--- config.mk ---
export PLATFORM = sky130hd
export DESIGN_NAME = skeleton_pass_scheduler_flat
export DESIGN_NICKNAME = d
export VERILOG_FILES = /design/src/rtl/skel_pkg.sv /design/src/rtl/skeleton_pass_scheduler_if.sv /design/src/rtl/skel_addr_counter.sv /design/src/rtl/skeleton_pass_scheduler.sv /design/src/flat_wrapper.sv
export SDC_FILE = /design/constraint.sdc
export NUM_CORES = 1
export LEC_CHECK = 0
export CAP_MARGIN = 20
export CELL_PAD_IN_SITES_DETAIL_PLACEMENT = 1
export CELL_PAD_IN_SITES_GLOBAL_PLACEMENT = 2
export CORE_MARGIN = 10
export CORE_UTILIZATION = 28
export DETAILED_ROUTE_END_ITERATION = 8
export MAX_ROUTING_LAYER = met4
export PLACE_DENSITY = 0.83
export SYNTH_ARGS = -nofsm -noshare
export SYNTH_HDL_FRONTEND = slang
export SYNTH_SLANG_ARGS = --single-unit
--- constraint.sdc ---
create_clock -name clk -period 3.9 [get_ports clk]
set_input_delay 0.975 -clock clk [delete_from_list [all_inputs] [get_ports clk]]
set_output_delay 0.975 -clock clk [all_outputs]
set_load 0.01 [all_outputs]
--- src/rtl/skel_pkg.sv ---
// Shared types and defaults for the skeletonization pass scheduler.
// Imported by the scheduler, its interface and its address counter.
package skel_pkg;

  localparam int nDefault = 8;
  localparam int bitSizeDefault = 6;
  localparam int pixelWidthDefault = 8;
  localparam int maxPassesDefault = 16;

  typedef enum logic [2:0] {
    IDLE,
    LOAD,
    SCAN,
    CHECK,
    DONE
  } sched_state_t;

  typedef logic [bitSizeDefault:0] pix_addr_t;

endpackage

--- src/rtl/skeleton_pass_scheduler_if.sv ---
// RAM primary port and PE handshake bundle.
// master = scheduler side, slave = RAM/PE side.
interface skeleton_pass_scheduler_if
  import skel_pkg::*;
#(
  parameter int bitSize = bitSizeDefault,
  parameter int pixelWidth = pixelWidthDefault
);

  logic                  mem_we;
  logic [bitSize:0]      mem_addr;
  logic [pixelWidth-1:0] mem_data;
  logic                  pe_req;
  logic [bitSize:0]      pe_addr;
  logic                  pe_subiter;
  logic                  pe_ack;
  logic                  pe_changed;
  logic [pixelWidth-1:0] pe_wdata;

  modport master (
    output mem_we, mem_addr, mem_data,
    output pe_req, pe_addr, pe_subiter,
    input  pe_ack, pe_changed, pe_wdata
  );

  modport slave (
    input  mem_we, mem_addr, mem_data,
    input  pe_req, pe_addr, pe_subiter,
    output pe_ack, pe_changed, pe_wdata
  );

endinterface

--- src/rtl/skel_addr_counter.sv ---
// Clearable, enabled pixel address counter wrapping at N*N.
// termCount flags the last pixel; shared by LOAD and SCAN.
module skel_addr_counter
  import skel_pkg::*;
#(
  parameter int N = nDefault,
  parameter int bitSize = bitSizeDefault
) (
  input  logic             clk,
  input  logic             rst,
  input  logic             clr,
  input  logic             en,
  output logic [bitSize:0] count,
  output logic             termCount
);

  localparam logic [bitSize:0] lastAddr = (bitSize+1)'(N*N-1);

  assign termCount = (count == lastAddr);

  // clear has priority; wrap to 0 after the last pixel
  always_ff @(posedge clk or posedge rst) begin
    if (rst) begin
      count <= '0;
    end else if (clr) begin
      count <= '0;
    end else if (en) begin
      count <= termCount ? '0 : count + (bitSize+1)'(1);
    end
  end

endmodule

--- src/rtl/skeleton_pass_scheduler.sv ---
// Skeletonization pass scheduler: load, thinning passes, convergence.
// Optional macro SKEL_CHANGE_STATS_EN adds the changed_total counter.
module skeleton_pass_scheduler
  import skel_pkg::*;
#(
  parameter int N = nDefault,
  parameter int bitSize = bitSizeDefault,
  parameter int pixelWidth = pixelWidthDefault,
  parameter int MAX_PASSES = maxPassesDefault
) (
  input  logic                  clk,
  input  logic                  rst,
  input  logic                  load_we,
  input  logic [pixelWidth-1:0] load_data,
  input  logic                  start,
  skeleton_pass_scheduler_if.master bus,
  output logic                  loaded,
  output logic                  busy,
  output logic                  done,
  output logic                  timeout,
  output logic                  load_err,
`ifdef SKEL_CHANGE_STATS_EN
  output logic [bitSize+8:0]    changed_total,
`endif
  output logic [7:0]            pass_count
);

  sched_state_t state, stateNext;

  logic [bitSize:0]      count;
  logic                  termCount;
  logic                  cntClr, cntEn;
  logic                  memWe;
  logic [bitSize:0]      memAddr;
  logic [pixelWidth-1:0] memData;
  logic                  loadStart, loadDone, scanStart;
  logic                  ackTake, ackChange;
  logic                  toSub1, passEnd, nextPass, timeoutSet;
  logic                  subiter, changeFlag, gap;
  logic                  peReq;
  logic [7:0]            passInc;

  skel_addr_counter #(
    .N       (N),
    .bitSize (bitSize)
  ) uCounter (
    .clk       (clk),
    .rst       (rst),
    .clr       (cntClr),
    .en        (cntEn),
    .count     (count),
    .termCount (termCount)
  );

  assign passInc = (pass_count == 8'hFF) ? pass_count : pass_count + 8'd1;
  assign peReq   = (state == SCAN) && !gap;
  assign busy    = (state == SCAN) || (state == CHECK);
  assign done    = (state == DONE);

  assign bus.mem_we     = memWe;
  assign bus.mem_addr   = memAddr;
  assign bus.mem_data   = memData;
  assign bus.pe_req     = peReq;
  assign bus.pe_addr    = (state == SCAN) ? count : '0;
  assign bus.pe_subiter = (state == SCAN) && subiter;

  // state register
  always_ff @(posedge clk or posedge rst) begin
    if (rst) state <= IDLE;
    else     state <= stateNext;
  end

  // next state, RAM port mux and control strobes
  always_comb begin
    stateNext  = state;
    memWe      = 1'b0;
    memAddr    = '0;
    memData    = '0;
    cntClr     = 1'b0;
    cntEn      = 1'b0;
    loadStart  = 1'b0;
    loadDone   = 1'b0;
    scanStart  = 1'b0;
    ackTake    = 1'b0;
    ackChange  = 1'b0;
    toSub1     = 1'b0;
    passEnd    = 1'b0;
    nextPass   = 1'b0;
    timeoutSet = 1'b0;
    load_err   = 1'b0;
    unique case (state)
      IDLE, DONE: begin
        if (load_we) begin
          memWe     = 1'b1;
          memData   = load_data;
          cntEn     = 1'b1;
          loadStart = 1'b1;
          stateNext = LOAD;
        end else if (start && loaded) begin
          cntClr    = 1'b1;
          scanStart = 1'b1;
          stateNext = SCAN;
        end
      end
      LOAD: begin
        if (load_we) begin
          memWe   = 1'b1;
          memAddr = count;
          memData = load_data;
          cntEn   = 1'b1;
          if (termCount) begin
            loadDone  = 1'b1;
            stateNext = IDLE;
          end
        end
      end
      SCAN: begin
        load_err = load_we;
        if (peReq && bus.pe_ack) begin
          ackTake = 1'b1;
          cntEn   = 1'b1;
          if (bus.pe_changed) begin
            memWe     = 1'b1;
            memAddr   = count;
            memData   = bus.pe_wdata;
            ackChange = 1'b1;
          end
          if (termCount) stateNext = CHECK;
        end
      end
      CHECK: begin
        load_err = load_we;
        cntClr   = 1'b1;
        if (!subiter) begin
          toSub1    = 1'b1;
          stateNext = SCAN;
        end else begin
          passEnd = 1'b1;
          if (!changeFlag) begin
            stateNext = DONE;
          end else if (int'(passInc) >= MAX_PASSES) begin
            timeoutSet = 1'b1;
            stateNext  = DONE;
          end else begin
            nextPass  = 1'b1;
            stateNext = SCAN;
          end
        end
      end
      default: stateNext = IDLE;
    endcase
  end

  // status, pass bookkeeping and request spacing
  always_ff @(posedge clk or posedge rst) begin
    if (rst) begin
      loaded     <= 1'b0;
      timeout    <= 1'b0;
      pass_count <= 8'd0;
      subiter    <= 1'b0;
      changeFlag <= 1'b0;
      gap        <= 1'b0;
    end else begin
      gap <= ackTake;
      if (loadStart) begin
        loaded  <= 1'b0;
        timeout <= 1'b0;
      end
      if (loadDone) loaded <= 1'b1;
      if (scanStart) begin
        subiter    <= 1'b0;
        pass_count <= 8'd0;
        changeFlag <= 1'b0;
        timeout    <= 1'b0;
      end
      if (ackChange) changeFlag <= 1'b1;
      if (toSub1) subiter <= 1'b1;
      if (passEnd) begin
        pass_count <= passInc;
        timeout    <= timeoutSet;
      end
      if (nextPass) begin
        subiter    <= 1'b0;
        changeFlag <= 1'b0;
      end
    end
  end

`ifdef SKEL_CHANGE_STATS_EN
  // saturating count of cleared pixels since the last start
  always_ff @(posedge clk or posedge rst) begin
    if (rst) begin
      changed_total <= '0;
    end else if (scanStart) begin
      changed_total <= '0;
    end else if (ackChange && changed_total != '1) begin
      changed_total <= changed_total + (bitSize+9)'(1);
    end
  end
`endif

endmodule
--- src/flat_wrapper.sv ---
// flat-port wrapper written by rule: the top's interface ports become plain ports
module skeleton_pass_scheduler_flat import skel_pkg::*;
#(
  parameter int N = nDefault,
  parameter int bitSize = bitSizeDefault,
  parameter int pixelWidth = pixelWidthDefault,
  parameter int MAX_PASSES = maxPassesDefault
)
  (clk, rst, load_we, load_data, start, loaded, busy, done, timeout, load_err, pass_count, bus_mem_we, bus_mem_addr, bus_mem_data, bus_pe_req, bus_pe_addr, bus_pe_subiter, bus_pe_ack, bus_pe_changed, bus_pe_wdata);
  skeleton_pass_scheduler_if #(.bitSize(bitSize), .pixelWidth(pixelWidth)) bus_i ();
  input  logic clk;
  input  logic rst;
  input  logic load_we;
  input  logic [pixelWidth-1:0] load_data;
  input  logic start;
  output logic loaded;
  output logic busy;
  output logic done;
  output logic timeout;
  output logic load_err;
  output logic [7:0] pass_count;
  output wire logic [$bits(bus_i.mem_we)-1:0] bus_mem_we;
  output wire logic [$bits(bus_i.mem_addr)-1:0] bus_mem_addr;
  output wire logic [$bits(bus_i.mem_data)-1:0] bus_mem_data;
  output wire logic [$bits(bus_i.pe_req)-1:0] bus_pe_req;
  output wire logic [$bits(bus_i.pe_addr)-1:0] bus_pe_addr;
  output wire logic [$bits(bus_i.pe_subiter)-1:0] bus_pe_subiter;
  input wire logic [$bits(bus_i.pe_ack)-1:0] bus_pe_ack;
  input wire logic [$bits(bus_i.pe_changed)-1:0] bus_pe_changed;
  input wire logic [$bits(bus_i.pe_wdata)-1:0] bus_pe_wdata;
  assign bus_mem_we = bus_i.mem_we;
  assign bus_mem_addr = bus_i.mem_addr;
  assign bus_mem_data = bus_i.mem_data;
  assign bus_pe_req = bus_i.pe_req;
  assign bus_pe_addr = bus_i.pe_addr;
  assign bus_pe_subiter = bus_i.pe_subiter;
  assign bus_i.pe_ack = bus_pe_ack;
  assign bus_i.pe_changed = bus_pe_changed;
  assign bus_i.pe_wdata = bus_pe_wdata;
  skeleton_pass_scheduler #(.N(N), .bitSize(bitSize), .pixelWidth(pixelWidth), .MAX_PASSES(MAX_PASSES)) u_core (.clk(clk), .rst(rst), .load_we(load_we), .load_data(load_data), .start(start), .bus(bus_i), .loaded(loaded), .busy(busy), .done(done), .timeout(timeout), .load_err(load_err), .pass_count(pass_count));
endmodule
==> impl_metrics.env <==
export IMPL_yosys_area_top_type="dfrtp_1"
export IMPL_grt_overflow=0
export IMPL_holdWs_ns=0.5274
export IMPL_yosysSeqAreaShare_pct=36.14
export IMPL_worstSetupEndpointType="primary output"
export IMPL_grt_pass1_vias=1623
export IMPL_postRouteAntennaNets=0
export IMPL_ys_seq_elements=23
export IMPL_finalCritPeriodShare_pct=98.30
export IMPL_ys_warnings_count=0
export IMPL_yosysMostFrequentCell="dfrtp_1"
export IMPL_place_gp_congestion=0.7926
export IMPL_finalNonFillerCells=303
export IMPL_diodes=0
export IMPL_grt_use_total_pct=11.49
export IMPL_synthesis_nets=189
export IMPL_start_kind="primary input"
export IMPL_period_minus_slack_ns=3.834
export IMPL_clk_pin_slew_ns=0.08
export IMPL_grt_max_degree=24
export IMPL_post_place_ws_ns=0.07384
export IMPL_fin_skew_ns=0.002218
export IMPL_ioPinCount=60
export IMPL_finalHoldViolations=0
export IMPL_drive_above_1_share_pct=14.29
export IMPL_die_y_um=95.42
export IMPL_cts_resized=0
export IMPL_port_buffers=59
export IMPL_peakVddDrop_v=0.0002742
export IMPL_min_path_type="register to register"
export IMPL_slowest_delay_ns=0.54
export IMPL_synth_cells=165
export IMPL_path_class="primary input to primary output"
export IMPL_cp_common_cell="clkdlybuf4s50_1"
export IMPL_h_tree_depth=1
export IMPL_drtPass1Iterations=4
export IMPL_vias=1535
export IMPL_area_growth_pct=47.60
export IMPL_leakage_nw=0.9776
export IMPL_initial_utilization_pct=28.93
export IMPL_highest_layer="met4"
export IMPL_grt_pass1_wl_um=8293
export IMPL_setup_viol=0
export IMPL_synth_async_sr_flop_share_pct=100.0
export IMPL_fp_coreArea_um2=5507
export IMPL_synth_edf_count=0
export IMPL_dp_cells=299
export IMPL_max_freq_ghz=0.2608
export IMPL_die_area_um2=9105
export IMPL_clock_latency_ns=0.26
export IMPL_synth_distinct_cells=50
export IMPL_outcome="complete, no violations"
export IMPL_m1WireLength_um=2390
export IMPL_num_rows=27
export IMPL_cpMaxStageDelayCell="clkdlybuf4s50_1"
export IMPL_relSlewSlack_pct=38.25
export IMPL_met2WireLength_um=2255
export IMPL_met3_length_um=379
export IMPL_viasPerCell=5.066
export IMPL_tightest_slew_ns=0.9252
export IMPL_path_cells="clkdlybuf4s50_1 -> or3b_4 -> nor2_8 -> buf_12 -> a22o_1 -> clkdlybuf4s50_1"
export IMPL_synth_area_um2=1593
export IMPL_wl_per_cell_um=16.65
export IMPL_crit_arrival_ns=2.86
export IMPL_clockBufferDepth=2
export IMPL_finalNetCount=256
export IMPL_cts_tree="done"
export IMPL_drt_total_wl_um=5045
export IMPL_post_cts_setup_buffers=0
export IMPL_cts_buffers=3
export IMPL_drv_slew=0
export IMPL_antenna_found_initial=0
export IMPL_drt_iter0_markers=57
export IMPL_synth_top_area_share_pct=36.14
export IMPL_synthTopCellsByArea="dfrtp_1 36%, a22o_1 4.4%, and2_1 3.9%"
export IMPL_maxCapViolations=0
export IMPL_fillCellCount=639
export IMPL_cts_hold_buf=0
export IMPL_required_ns=2.92
export IMPL_tns_ns=0
export IMPL_worst_path_max_fanout=8
export IMPL_worst_path_buf_inv=3
export IMPL_syn_area_per_cell_um2=9.653
export IMPL_clockRootBuffer="clkbuf_8"
export IMPL_synth_common_cells="23 x dfrtp_1, 13 x nand2_1, 10 x and2_1, 10 x o21ai_0, 9 x nand3_1"
export IMPL_synthFlopType="dfrtp_1"
export IMPL_route_detailed_drc=0
export IMPL_cts_sinks=23
export IMPL_power_density_nw_per_um2=473.5
export IMPL_setup_ws_ns=0.06629
export IMPL_rsz0062_at_grt="false"
export IMPL_cp_top_family="buffers and inverters"
export IMPL_hpwl_um=3987
export IMPL_die_w_um=95.42
==> layout by cell type (no fill, tap or decap), types with 2 or more instances in the layout <==
cell and n:
a211o_1 3, a211oi_1 2, a21oi_1 7, a22o_1 8
a31oi_1 4, and2_1 10, and3_1 4, buf_4 6
clkbuf_8 3, clkdlybuf4s50_1 59, dfrtp_1 23, ha_1 2
inv_1 8, mux2i_1 3, nand2_1 13, nand3_1 9
nand4_1 3, nor2_1 5, nor2_2 3, nor2b_1 2
nor2b_2 7, nor3b_1 2, nor3b_4 2, o211ai_1 2
o21ai_0 10, o21ai_1 3, o22ai_1 2
==> cells by family after synthesis <==
kind of cell | share of synthesized area, %
adders and majority gates | 1.571
DFF | 36.13
muxes | 1.885
AOI/OAI and AO/OA | 22.47
and+or+nand+nor | 33.62
buffers and inverters | 4.320
==> layout make-up <==
class	count	area (um^2)	area share [%]
inverter	9	33.78	1.437
sequential	23	575.6	24.48
multi-input combinational	129	950.9	40.45
timing repair buffer	66	655.6	27.89
tap	72	90.09	3.832
clock buffer	4	45.04	1.916
==> power breakdown <==
part	internal [W]	switching (W)
clock network	0.0000729	0.0000764
logic	0.000285	0.000246
registers	0.000310	0.000123
==> worst min-delay path: stages (launching register included) <==
cell and delay (ns):
dfrtp_1 0.36, nand3_1 0.07, o21ai_0 0.07
==> per-layer routing <==
metal	vias up	track usage, %
li1	748	-
met1	735	14.46
met3	2	2.357
met5	-	-
met2	50	18.86
met4	0	1.843
==> per-stage QoR <==
step	area (um^2)	power, W	util, %
3_5_place_dp	2303	0.0009760	41.83
4_1_cts	2349	0.001132	42.65
3_3_place_gp	2303	0.0009651	41.83
6_report	2351	0.001113	42.69
5_1_grt	2351	0.001207	42.69
2_1_floorplan	1593	0.0007342	-
==> registers in the layout (all words and copies together), names as in the netlist <==
signal / count
u_core.gap: 1
u_core.subiter: 1
u_core.state: 3
u_core.timeout: 1
u_core.loaded: 1
u_core.changeFlag: 1
u_core.uCounter.count: 7
u_core.pass_count: 8
==> worst paths after layout <==
kind                                        startpoint                              endpoint  slack (ns)  cells past startpoint
hold / removal              u_core.timeout$_DFFE_PP0P_            u_core.timeout$_DFFE_PP0P_        0.53                      2
hold reg to reg             u_core.timeout$_DFFE_PP0P_            u_core.timeout$_DFFE_PP0P_        0.53                      2
setup / recovery                            bus_pe_ack                       bus_mem_data[5]        0.07                      6
setup reg to reg           u_core.state[0]$_DFFE_PP0P_  u_core.uCounter.count[6]$_DFFE_PP0P_        2.06                      6
max in group asynchronous                          rst      u_core.pass_count[7]$_DFFE_PP0P_        2.12                      2
min in group asynchronous                          rst  u_core.uCounter.count[1]$_DFFE_PP0P_        1.22                      2
Note: power is estimated with default switching activity, not from simulation.
